$ cat src/rtl/npu_pkg.sv
// Shared definitions for the NPU compute sequencer and its datapath helpers.
//   state_t        : sequencer FSM encoding (also exported on the debug state port)
//   ACT_NONE/RELU  : activation select codes as seen on CONFIG[9:8]
//   FRAC_BITS      : fractional bits of the Q8.8 element format
//   SAT_MAX/SAT_MIN: Q8.8 saturation bounds
package npu_pkg;

  typedef enum logic [2:0] {
    S_IDLE  = 3'd0,
    S_RUN   = 3'd1,
    S_DRAIN = 3'd2,
    S_WRITE = 3'd3,
    S_DONE  = 3'd4
  } state_t;

  localparam logic [1:0]  ACT_NONE  = 2'd0;
  localparam logic [1:0]  ACT_RELU  = 2'd1;
  localparam int          FRAC_BITS = 8;
  localparam logic [15:0] SAT_MAX   = 16'h7FFF;
  localparam logic [15:0] SAT_MIN   = 16'h8000;

endpackage

$ cat src/rtl/npu_act_sat.sv
// Combinational output stage: arithmetic shift of the accumulator down to the
// Q8.8 scale, saturation to 16 bits, then the selected activation.
// Ports:
//   acc    in  ACC_WIDTH  signed accumulator
//   act    in  2          activation code (ACT_RELU, anything else = none)
//   result out DATA_WIDTH activated, saturated element
module npu_act_sat
  import npu_pkg::*;
#(
  parameter int DATA_WIDTH = 16,
  parameter int ACC_WIDTH  = 36
) (
  input  logic signed [ACC_WIDTH-1:0]  acc,
  input  logic        [1:0]            act,
  output logic        [DATA_WIDTH-1:0] result
);

  logic signed [ACC_WIDTH-1:0]  shifted;
  logic        [DATA_WIDTH-1:0] sat;

  // >>> truncates toward minus infinity, which is the intended rounding.
  assign shifted = acc >>> FRAC_BITS;

  always_comb begin
    sat = shifted[DATA_WIDTH-1:0];
    // The value fits only if every bit above the result sign bit equals the sign.
    if (!shifted[ACC_WIDTH-1] && (|shifted[ACC_WIDTH-2:DATA_WIDTH-1])) begin
      sat = SAT_MAX;
    end else if (shifted[ACC_WIDTH-1] && !(&shifted[ACC_WIDTH-2:DATA_WIDTH-1])) begin
      sat = SAT_MIN;
    end
    result = sat;
    if (act == ACT_RELU && sat[DATA_WIDTH-1]) begin
      result = '0;
    end
  end

endmodule

$ cat src/rtl/npu_compute_sched.sv
// Matrix-vector sequencer: on start computes y = W*x in Q8.8, one row at a
// time, with a single MAC, then writes the saturated/activated row result.
// Ports:
//   aclk, aresetn        clock, synchronous active-low reset
//   start, soft_rst      CTRL pulse / level (soft_rst is a synchronous clear)
//   cfg_size, cfg_act    CONFIG: N (1..MATRIX_SIZE) and activation code
//   busy, done, err_cfg  STATUS bits (done and err_cfg sticky)
//   irq                  1-cycle completion pulse
//   w_rd_*               weight buffer read port, data 1 cycle after enable
//   x_rd_*               input buffer read port, data 1 cycle after enable
//   y_wr_*               output buffer write port
//   dbg_state            current FSM state
// Buffer read ports: enable and address are valid during a RUN cycle and the
// buffer returns data on the following cycle; there is no backpressure.
module npu_compute_sched
  import npu_pkg::*;
#(
  parameter int DATA_WIDTH  = 16,
  parameter int MATRIX_SIZE = 8,
  parameter int ACC_WIDTH   = 36
) (
  input  logic                  aclk,
  input  logic                  aresetn,
  input  logic                  start,
  input  logic                  soft_rst,
  input  logic [3:0]            cfg_size,
  input  logic [1:0]            cfg_act,
  output logic                  busy,
  output logic                  done,
  output logic                  err_cfg,
  output logic                  irq,
  output logic                  w_rd_en,
  output logic [5:0]            w_rd_addr,
  input  logic [DATA_WIDTH-1:0] w_rd_data,
  output logic                  x_rd_en,
  output logic [2:0]            x_rd_addr,
  input  logic [DATA_WIDTH-1:0] x_rd_data,
  output logic                  y_wr_en,
  output logic [2:0]            y_wr_addr,
  output logic [DATA_WIDTH-1:0] y_wr_data,
  output logic [2:0]            dbg_state
);

  localparam logic [3:0] MAX_N = 4'(MATRIX_SIZE);

  state_t                          state, state_n;
  logic        [3:0]               size_q;
  logic        [1:0]               act_q;
  logic        [2:0]               row, col;
  logic signed [ACC_WIDTH-1:0]     acc;
  logic signed [2*DATA_WIDTH-1:0]  prod;
  logic signed [ACC_WIDTH-1:0]     prod_ext;
  logic                            size_ok, last_col, last_row;

  assign size_ok  = (cfg_size != 4'd0) && (cfg_size <= MAX_N);
  assign last_col = (4'(col) == size_q - 4'd1);
  assign last_row = (4'(row) + 4'd1 == size_q);

  assign prod     = $signed(w_rd_data) * $signed(x_rd_data);
  assign prod_ext = {{(ACC_WIDTH-2*DATA_WIDTH){prod[2*DATA_WIDTH-1]}}, prod};

  always_comb begin
    state_n = state;
    case (state)
      S_IDLE:  if (start) state_n = size_ok ? S_RUN : S_DONE;
      S_RUN:   if (last_col) state_n = S_DRAIN;
      S_DRAIN: state_n = S_WRITE;
      S_WRITE: state_n = last_row ? S_DONE : S_RUN;
      S_DONE:  state_n = S_IDLE;
      default: state_n = S_IDLE;
    endcase
  end

  always_ff @(posedge aclk) begin
    if (!aresetn || soft_rst) begin
      state   <= S_IDLE;
      size_q  <= '0;
      act_q   <= '0;
      row     <= '0;
      col     <= '0;
      acc     <= '0;
      busy    <= 1'b0;
      done    <= 1'b0;
      err_cfg <= 1'b0;
      irq     <= 1'b0;
    end else begin
      state <= state_n;
      irq   <= 1'b0;
      case (state)
        S_IDLE: begin
          if (start) begin
            size_q  <= cfg_size;
            act_q   <= cfg_act;
            done    <= 1'b0;
            row     <= '0;
            col     <= '0;
            busy    <= size_ok;
            err_cfg <= !size_ok;
          end
        end
        S_RUN: begin
          // Data arriving in the first cycle of a row belongs to no product.
          acc <= (col == 3'd0) ? '0 : acc + prod_ext;
          col <= last_col ? 3'd0 : col + 3'd1;
        end
        S_DRAIN: acc <= acc + prod_ext;
        S_WRITE: begin
          if (last_row) begin
            row  <= '0;
            busy <= 1'b0;
          end else begin
            row <= row + 3'd1;
          end
        end
        S_DONE: begin
          irq  <= 1'b1;
          done <= 1'b1;
        end
        default: ;
      endcase
    end
  end

  // Row-major weight address i*MATRIX_SIZE+j; MATRIX_SIZE is a power of two.
  assign w_rd_en   = (state == S_RUN);
  assign x_rd_en   = (state == S_RUN);
  assign w_rd_addr = {row, col};
  assign x_rd_addr = col;
  assign y_wr_en   = (state == S_WRITE);
  assign y_wr_addr = row;
  assign dbg_state = state;

  npu_act_sat #(
    .DATA_WIDTH (DATA_WIDTH),
    .ACC_WIDTH  (ACC_WIDTH)
  ) u_act_sat (
    .acc    (acc),
    .act    (act_q),
    .result (y_wr_data)
  );

endmodule

$ cat config.mk
export PLATFORM = sky130hd
export DESIGN_NAME = npu_compute_sched
export DESIGN_NICKNAME = d
export VERILOG_FILES = /design/src/rtl/npu_pkg.sv /design/src/rtl/npu_act_sat.sv /design/src/rtl/npu_compute_sched.sv
export SDC_FILE = /design/constraint.sdc
export NUM_CORES = 1
export LEC_CHECK = 0
export ABC_AREA = 1
export BUFFER_PORTS_ARGS = -buffer_cell sky130_fd_sc_hd__buf_2
export CAP_MARGIN = 20
export CORE_MARGIN = 1
export CORE_UTILIZATION = 65
export CTS_BUF_LIST = sky130_fd_sc_hd__clkbuf_8
export DETAILED_ROUTE_END_ITERATION = 8
export PLACE_DENSITY = 0.85
export SLEW_MARGIN = 20
export SYNTH_ARGS = -nofsm -noshare
export SYNTH_HDL_FRONTEND = slang
export SYNTH_SLANG_ARGS = --single-unit
$ cat constraint.sdc
create_clock -name aclk -period 9.9 [get_ports aclk]
set_input_delay 1.98 -clock aclk [delete_from_list [all_inputs] [get_ports aclk]]
set_output_delay 1.98 -clock aclk [all_outputs]
set_load 0.02 [all_outputs]
Word level (Yosys, flattened, before mapping)
Index checks and enable logic that the tools add are counted.

storage, ports and cells
  flip-flop bits (word level) = 55
  output and inout port bits = 38
  logic and storage cells = 73

operators by class
  add/sub/neg operators = 6
  $mul = 1
  magnitude comparators = 1
  eq/ne operators = 10
  muxes and demuxes = 21
  reduce and logical (&&, ||, !) cells = 24

operators with widths
  cell                 number
  $pmux 36 s2          1
  $mux 16              3
  $add 36x32->36       1
  $add 36x36->36       1
  $mux 36              1
  $mul 16x16->32       1
  $mux 3               7
  $reduce_and 13->1    1
  $reduce_or 13->1     1
  $pmux 3 s2           2
  $pmux 3 s4           1
  $reduce_and 2->1     5
  $reduce_bool 2->1    4
  $add 3x1->3 const B  2
  $eq 3x2->1 const B   2
  $logic_not 3->1      2
  $add 3x1->4 const B  1
  $eq 3x4->1           1
  $eq 4x4->1           1
  $le 4x4->1 const B   1
  $logic_and 1x1->1    4
  $logic_not 1->1      4
  $mux 1               4
  $ne 2x1->1 const B   2
  other kinds (9)      10

Logic depth before layout (Yosys ltp)
Gate-level depths: netlist (run 1).

  depth after elaboration = 7
  gate-level depth with buffers = 41

Modules after synthesis
Synthesis (run 1) repeated with hierarchy kept, for this count alone.

second synthesis, totals
  cells, all modules = 2170
  area total of the unflattened synthesis = 15378.5 um2

by module, submodules not included
  module             instances  cells each  area an instance (um2)  sequential area each (um2)
  npu_compute_sched  1          2109        15051.9                 1101.1
  npu_act_sat        1          61          326.6                   0.0

Worst setup path after synthesis (run 1)
OpenSTA, ideal clock, no wires.

  path kind = input to register
  from = in w_rd_data[7]
  to = reg acc[35]
  library setup time = 132 ps
  arrival time = 8367 ps
  data required time = 9768 ps
  setup slack = 1401 ps
  stages on the path = 33
  path buffers = 2
  cells stage by stage = clkbuf_1 clkbuf_1 nand2_1 fa_1 inv_1 fa_1 inv_1 fa_1 inv_1 fa_1 fa_1 inv_1 fa_1 inv_1 ha_1 a21o_1 nor2_1 nand3_2 a21oi_2 o21ai_1 a21oi_1 xor2_1 ha_1 nand2_1 inv_1 a21oi_1 a21oi_1 nor2_1 nand4_1 nand2_1 nand2_1 nand3_1 a21oi_1

on the way
  cells in the longest elaborated chain, start to end = 4

ends and longest elaborated chain
  element                 RTL line                  text
  start: declaration      npu_compute_sched.sv:34   input logic [DATA_WIDTH-1:0] w_rd_data,
  $mul 16x16->32 *        npu_compute_sched.sv:59   assign prod = $signed(w_rd_data) * $signed(x_rd_data);
  $add 36x36->36          npu_compute_sched.sv:103  acc <= (col == 3'd0) ? '0 : acc + prod_ext;
  $mux 36                 npu_compute_sched.sv:103
  $pmux 36 s2 *           npu_compute_sched.sv:89   case (state)
  end signal: assignment  npu_compute_sched.sv:103
  end signal: assignment  npu_compute_sched.sv:106  S_DRAIN: acc <= acc + prod_ext;
  end: declaration        npu_compute_sched.sv:50   logic signed [ACC_WIDTH-1:0] acc;

Mark *: on every way between the ends. The rest lies on a longest branch, timed or not.
A chain may end at the register's enable or synchronous reset.

Worst setup path in the final report (run 1)
  from = in x_rd_data[1]
  to = reg acc[35]

on the way
  cells in the longest elaborated chain, start to end = 4

ends and longest elaborated chain
  element             RTL line                  text
  start: declaration  npu_compute_sched.sv:37   input logic [DATA_WIDTH-1:0] x_rd_data,
  $mul 16x16->32 *    npu_compute_sched.sv:59
  $add 36x36->36      npu_compute_sched.sv:103
  $mux 36             npu_compute_sched.sv:103
  $pmux 36 s2 *       npu_compute_sched.sv:89

Marked as above.

==> run summary, run 1 <==
Reg2Reg Depth: 12
Outcome: finished, final reports clean
Post-DP HPWL: 34300 um
Hold Path Stages: 2
Clk slew on worst S/H paths: 0.12 ns
Placed cell areas: 15900 um2
DR vias/cell: 5.57
Rows: 55
Mapped cell area: 15400 um2
Postcts setup bufs: 0
Hold buffers post-CTS: 0
Worst-Margin Slew: 1.14 ns
Top FF cell, synth: dfxtp_1
Core area: 22900 um2
DRT antenna net count: 0
GP Congestion: 0.963
DR DRC count: 0
Post-synth EDFFs: 0
Syn Nets: 2579
Library cells used by synthesis: 51
Initial drt markers: 1095
WS Path Type: input pin to flip-flop
Setup TNS: 0 ns
Global-route wire length before repair: 66800 um
Final cycle utilization of the critical path: 92.9%
Max stage delay cell, worst path: fa_1
PortBufs: 79
Seq/Total Area, Yosys: 7.15%
CTS root buf: clkbuf_8
Final setup vio count: 0
CTS tree: yes
Total inserted antenna cells: 0
# nets final: 2592
Number of buffers created by CTS: 5
Seq cells post-synth: 55
Ports: 80
Die Span Y: 156 um
GRT overflow: 0
Syn_area_per_cell: 7.15 um2
Vias in the first global route: 13800
Vias: 13800
Max Freq: 109 MHz
CTS HTree Levels: 2
R2R Setup Slk: 7.22 ns
Design area: 16000 um2
RSZ-0062 raised after global routing: false
Worst Setup Start Kind: input pin
Hold wc startpoint: acc[4]$_SDFFE_PP0P_
Hold Path Class: flip-flop to flip-flop
Pin count of the biggest net entering global routing: 31
# clock sinks: 55
Crit path DAT: 9.47 ns
Gate Count Post-Synth: 2153
Max_cap viols: 0
Pre-antenna DRT Iters: 6
Rel. slew slack: 23.9%
Max Buffers Root-to-Sink: 2
Worst r2r src: acc[0]$_SDFFE_PP0P_
CP max stage delay: 0.65 ns
Die Width: 156 um
Clock skew: 0.0106 ns
Fraction of layout cells with a size suffix above 1: 7.15%
Worst-path maximum fanout: 16
Ys async rst share: 0%
Crit end category: flip-flop
Slew Limit Fails: 0
WHS Endpoint: acc[4]$_SDFFE_PP0P_
Final hold vios: 0
Post_cts resized: 0
Aggregate global-route resource usage: 35.0%
Min Tclk post-route: 9.20 ns
R2r endpoint: acc[24]$_SDFFE_PP0P_
Total Wirelength: 40400 um
Worst path required time: 10.17 ns
Area Growth Syn to Fin: 4.16%
Synth Warn #: 0
Crit path top cell by count: nand2_1
Initial Utilization: 67.2%
WL/cell: 16.3 um
Worst-Skew Late Latency: 0.34 ns
DIE AREA: 24300 um2
Initial antenna violation count: 0
## worst max-delay path by stage
stage	cells after the start	to	slack, ns	startpoint
2_1_floorplan	33	acc[35]$_SDFFE_PP0P_	1.40	w_rd_data[7]
3_3_place_gp	32	acc[35]$_SDFFE_PP0P_	0.58	x_rd_data[1]
3_5_place_dp	30	acc[35]$_SDFFE_PP0P_	0.44	x_rd_data[1]
4_1_cts	30	acc[35]$_SDFFE_PP0P_	0.78	x_rd_data[1]
5_1_grt	32	acc[35]$_SDFFE_PP0P_	0.38	x_rd_data[1]
6_report	30	acc[35]$_SDFFE_PP0P_	0.70	x_rd_data[1]
## synth_stat cells, drive strengths merged (17+ instances only)
library cell  instances  share of area [%]
inv                 570                 14
nand2               530                 13
fa                  263                 34
a21oi               134                4.7
ha                  121                9.8
nor2                120                3.0
nand3                70                2.4
clkbuf               68                1.7
dfxtp                55                7.2
o21ai                53                1.8
xor2                 19                1.1
or2                  17               0.69
## per-stage QoR
| step | hold slack (ns) | setup slack (ns) | util [%] | instances |
|---|---|---|---|---|
| after floorplan | 0.449 | 1.40 | - | 2153 |
| after global placement | 0.456 | 0.576 | 69.4 | 2471 |
| after detailed placement | 0.460 | 0.439 | 69.5 | 2472 |
| after CTS | 0.479 | 0.777 | 70.0 | 2480 |
| after global routing | 0.493 | 0.384 | 70.0 | 2480 |
| final | 0.479 | 0.705 | 70.0 | 2480 |
## layer usage
layer  global-route usage, %  vias up  wire length [um]
li1                        -     6409                 -
met1                    45.7     6652             16600
met2                    59.9      622             19500
met3                    3.97      129              2780
met4                    12.7        0              1570
met5                       0        -                 0
## critical path: cells and delay by family
family | cells | cell delay [ns]
xor+xnor | 1 | 0.24
compound gates | 3 | 0.76
simple gates | 14 | 1.83
buf+inv | 4 | 0.82
fa+ha+maj | 8 | 3.86
## kinds of logic (layout without fill, tap and decap cells)
family	Yosys count	in the layout	synth area share [%]
AO/OA/AOI/OAI	246	246	9.52
XOR/XNOR	33	33	1.88
adder cells (fa/ha/maj)	384	384	44.0
buffers and inverters	650	664	16.0
flip-flops	55	55	7.15
AND/OR/NAND/NOR	785	785	21.4
## sequential cells by signal (all words and copies together), names as in the netlist
| name | count |
|---|---|
| x_rd_addr | 3 |
| dbg_state | 3 |
| size_q | 4 |
| irq | 1 |
| err_cfg | 1 |
| y_wr_addr | 3 |
| acc | 36 |
| busy | 1 |
| done | 1 |
| act_q | 2 |
## final cells by class
class,count,area (um2)
clock buffers,5,68.8
clock inverters,3,50.0
fillers,1945,6880
inverters,572,2150
multi-input cells,1448,11800
flip-flops and latches,55,1100
well taps,313,392
repair buffers,84,453
## layout by cell type, fill, tap and decap left out, drive strengths merged, types with 15 or more instances in the layout
cell   Yosys  final
nand2    530    530
fa       263    263
xor2      19     19
a21o      15     15
nor2     120    120
nand3     70     70
nor3      15     15
nand4     15     15
buf       10     84
a21oi    134    134
inv      570    572
or2       17     17
o21ai     53     53
ha       121    121
dfxtp     55     55
Power of run 1 is not shown: default switching activity piles up to over one toggle a cycle in this logic, so the estimate is an artifact.
==> run 2, diff against run 1 <==
--- a/config.mk
+++ b/config.mk
@@ -8,11 +8,11 @@
 export ABC_AREA = 1
 export BUFFER_PORTS_ARGS = -buffer_cell sky130_fd_sc_hd__buf_2
 export CAP_MARGIN = 20
-export CORE_MARGIN = 1
-export CORE_UTILIZATION = 65
+export CORE_MARGIN = 5
+export CORE_UTILIZATION = 46
 export CTS_BUF_LIST = sky130_fd_sc_hd__clkbuf_8
 export DETAILED_ROUTE_END_ITERATION = 8
-export PLACE_DENSITY = 0.85
+export PLACE_DENSITY = 0.64
 export SLEW_MARGIN = 20
 export SYNTH_ARGS = -nofsm -noshare
 export SYNTH_HDL_FRONTEND = slang
==> run 2 against run 1 <==
  * Wire length down 1.2%
  * Clock-buffer cell count unchanged
  * Critical path type unchanged
  * Global-route usage fell by 13 points
  * First-iteration DRC count shrank 36%
  * Worst hold slack hardly changed
  * Cell count rose by 5.5%
  * Critical path depth rose by 4
  * Via count shrank 6.6%
  * Non-clock buffer count is 1 higher
  * Utilization decreased by 21 points
==> run summary, run 2 (synthesized netlist as in run 1, its figures left out) <==
CTS root buf: clkbuf_8
PortBufs: 79
Pre-antenna DRT Iters: 4
Filler cell count: 3436
GRT overflow: 0
Worst-Margin Slew: 0.891 ns
Biggest regs: acc: 36 flops, size_q: 4 flops
Global-route wire length before repair: 67300 um
Area Growth Syn to Fin: 5.18%
Initial drt markers: 701
Vias: 12900
Post_cts resized: 0
DR vias/cell: 4.93
Total Wirelength: 39900 um
DR DRC count: 0
Hold buffers post-CTS: 0
DIE AREA: 37200 um2
Vias in the first global route: 13400
RSZ-0062 raised after global routing: false
Postcts setup bufs: 0
Most common cell after layout, fill and taps aside: inv_1
Number of buffers created by CTS: 5
Core area: 33300 um2
Largest register by flop count: acc
Initial Utilization: 46.3%
CP max stage delay: 0.66 ns
Worst-Skew Late Latency: 0.34 ns
Total inserted antenna cells: 0
Crit end category: flip-flop
GP Congestion: 0.940
WL/cell: 15.3 um
Clk slew on worst S/H paths: 0.12 ns
Final hold vios: 0
Slew Limit Fails: 0
Crit path top cell by count: nand2_1
Post-DP HPWL: 34900 um
Worst-path maximum fanout: 16
Final setup vio count: 0
Setup TNS: 0 ns
# nets final: 2593
Clock skew: 0.00824 ns
Worst Setup Start Kind: input pin
Max_cap viols: 0
Rows: 67
CTS HTree Levels: 2
CTS tree: yes
Most frequent cells in the layout: inv_1 (563), nand2_1 (520), fa_1 (263), a21oi_1 (125), ha_1 (121)
Pin count of the biggest net entering global routing: 31
Fraction of layout cells with a size suffix above 1: 7.24%
Final cycle utilization of the critical path: 91.1%
Outcome: finished, final reports clean
Max stage delay cell, worst path: fa_1
Max Buffers Root-to-Sink: 2
Die Width: 193 um
Die Span Y: 193 um
# clock sinks: 55
Ports: 80
WS Path Type: input pin to flip-flop
Max FFs per register: 36
DRT antenna net count: 0
Aggregate global-route resource usage: 22.3%
Hold Path Class: flip-flop to flip-flop
Worst path required time: 10.13 ns
Max Freq: 111 MHz
Min Tclk post-route: 9.02 ns
Crit path DAT: 9.24 ns
Initial antenna violation count: 0
Rel. slew slack: 40.1%
## run 2: worst max-delay path: cells and delay by family
kind | cells | cell delay (ns)
fa+ha+maj | 8 | 3.95
simple gates | 15 | 2.01
buf+inv | 7 | 0.68
compound gates | 3 | 0.45
xor+xnor | 1 | 0.16
## run 2: path summary, 6_finish.rpt
kind,startpoint,endpoint,slack (ns),depth (start not counted)
setup reg to reg,acc[0]$_SDFFE_PP0P_,acc[26]$_SDFFE_PP0P_,7.11,12
setup / recovery,w_rd_data[15],acc[35]$_SDFFE_PP0P_,0.88,34
hold reg to reg,acc[0]$_SDFFE_PP0P_,acc[0]$_SDFFE_PP0P_,0.48,2
hold / removal,acc[0]$_SDFFE_PP0P_,acc[0]$_SDFFE_PP0P_,0.48,2
## run 2: layout make-up
class	instances	area, um2	area share, %
Clock buffer	5	68.8	0.425
Clock inverter	3	31.3	0.193
Inverter	572	2150	13.3
Multi-Input combinational cell	1448	11800	73.0
Sequential cell	55	1100	6.80
Tap cell	448	561	3.46
Timing Repair Buffer	85	460	2.84
## run 2: layer usage
layer  wire (um)  vias up  GRT usage (%)
met5           0        -              0
met4         849        0           5.17
met1       18000     6167           30.3
met2       19600      265           39.5
li1            -     6423              -
met3        1430       45           1.42
## run 2: per-stage QoR
stage / cells / setup WS, ns / hold slack, ns / instance area (um2) / utilization (%)
6_report: 2616 / 0.883 / 0.479 / 16200 / 48.7
5_1_grt: 2616 / 0.460 / 0.503 / 16200 / 48.7
4_1_cts: 2616 / 0.869 / 0.481 / 16200 / 48.7
3_5_place_dp: 2608 / 0.521 / 0.462 / 16100 / 48.4
3_3_place_gp: 2607 / 0.463 / 0.456 / 16100 / 48.3
2_1_floorplan: 2153 / 1.40 / 0.449 / 15400 / -
Power of run 2 is left out for the same reason.
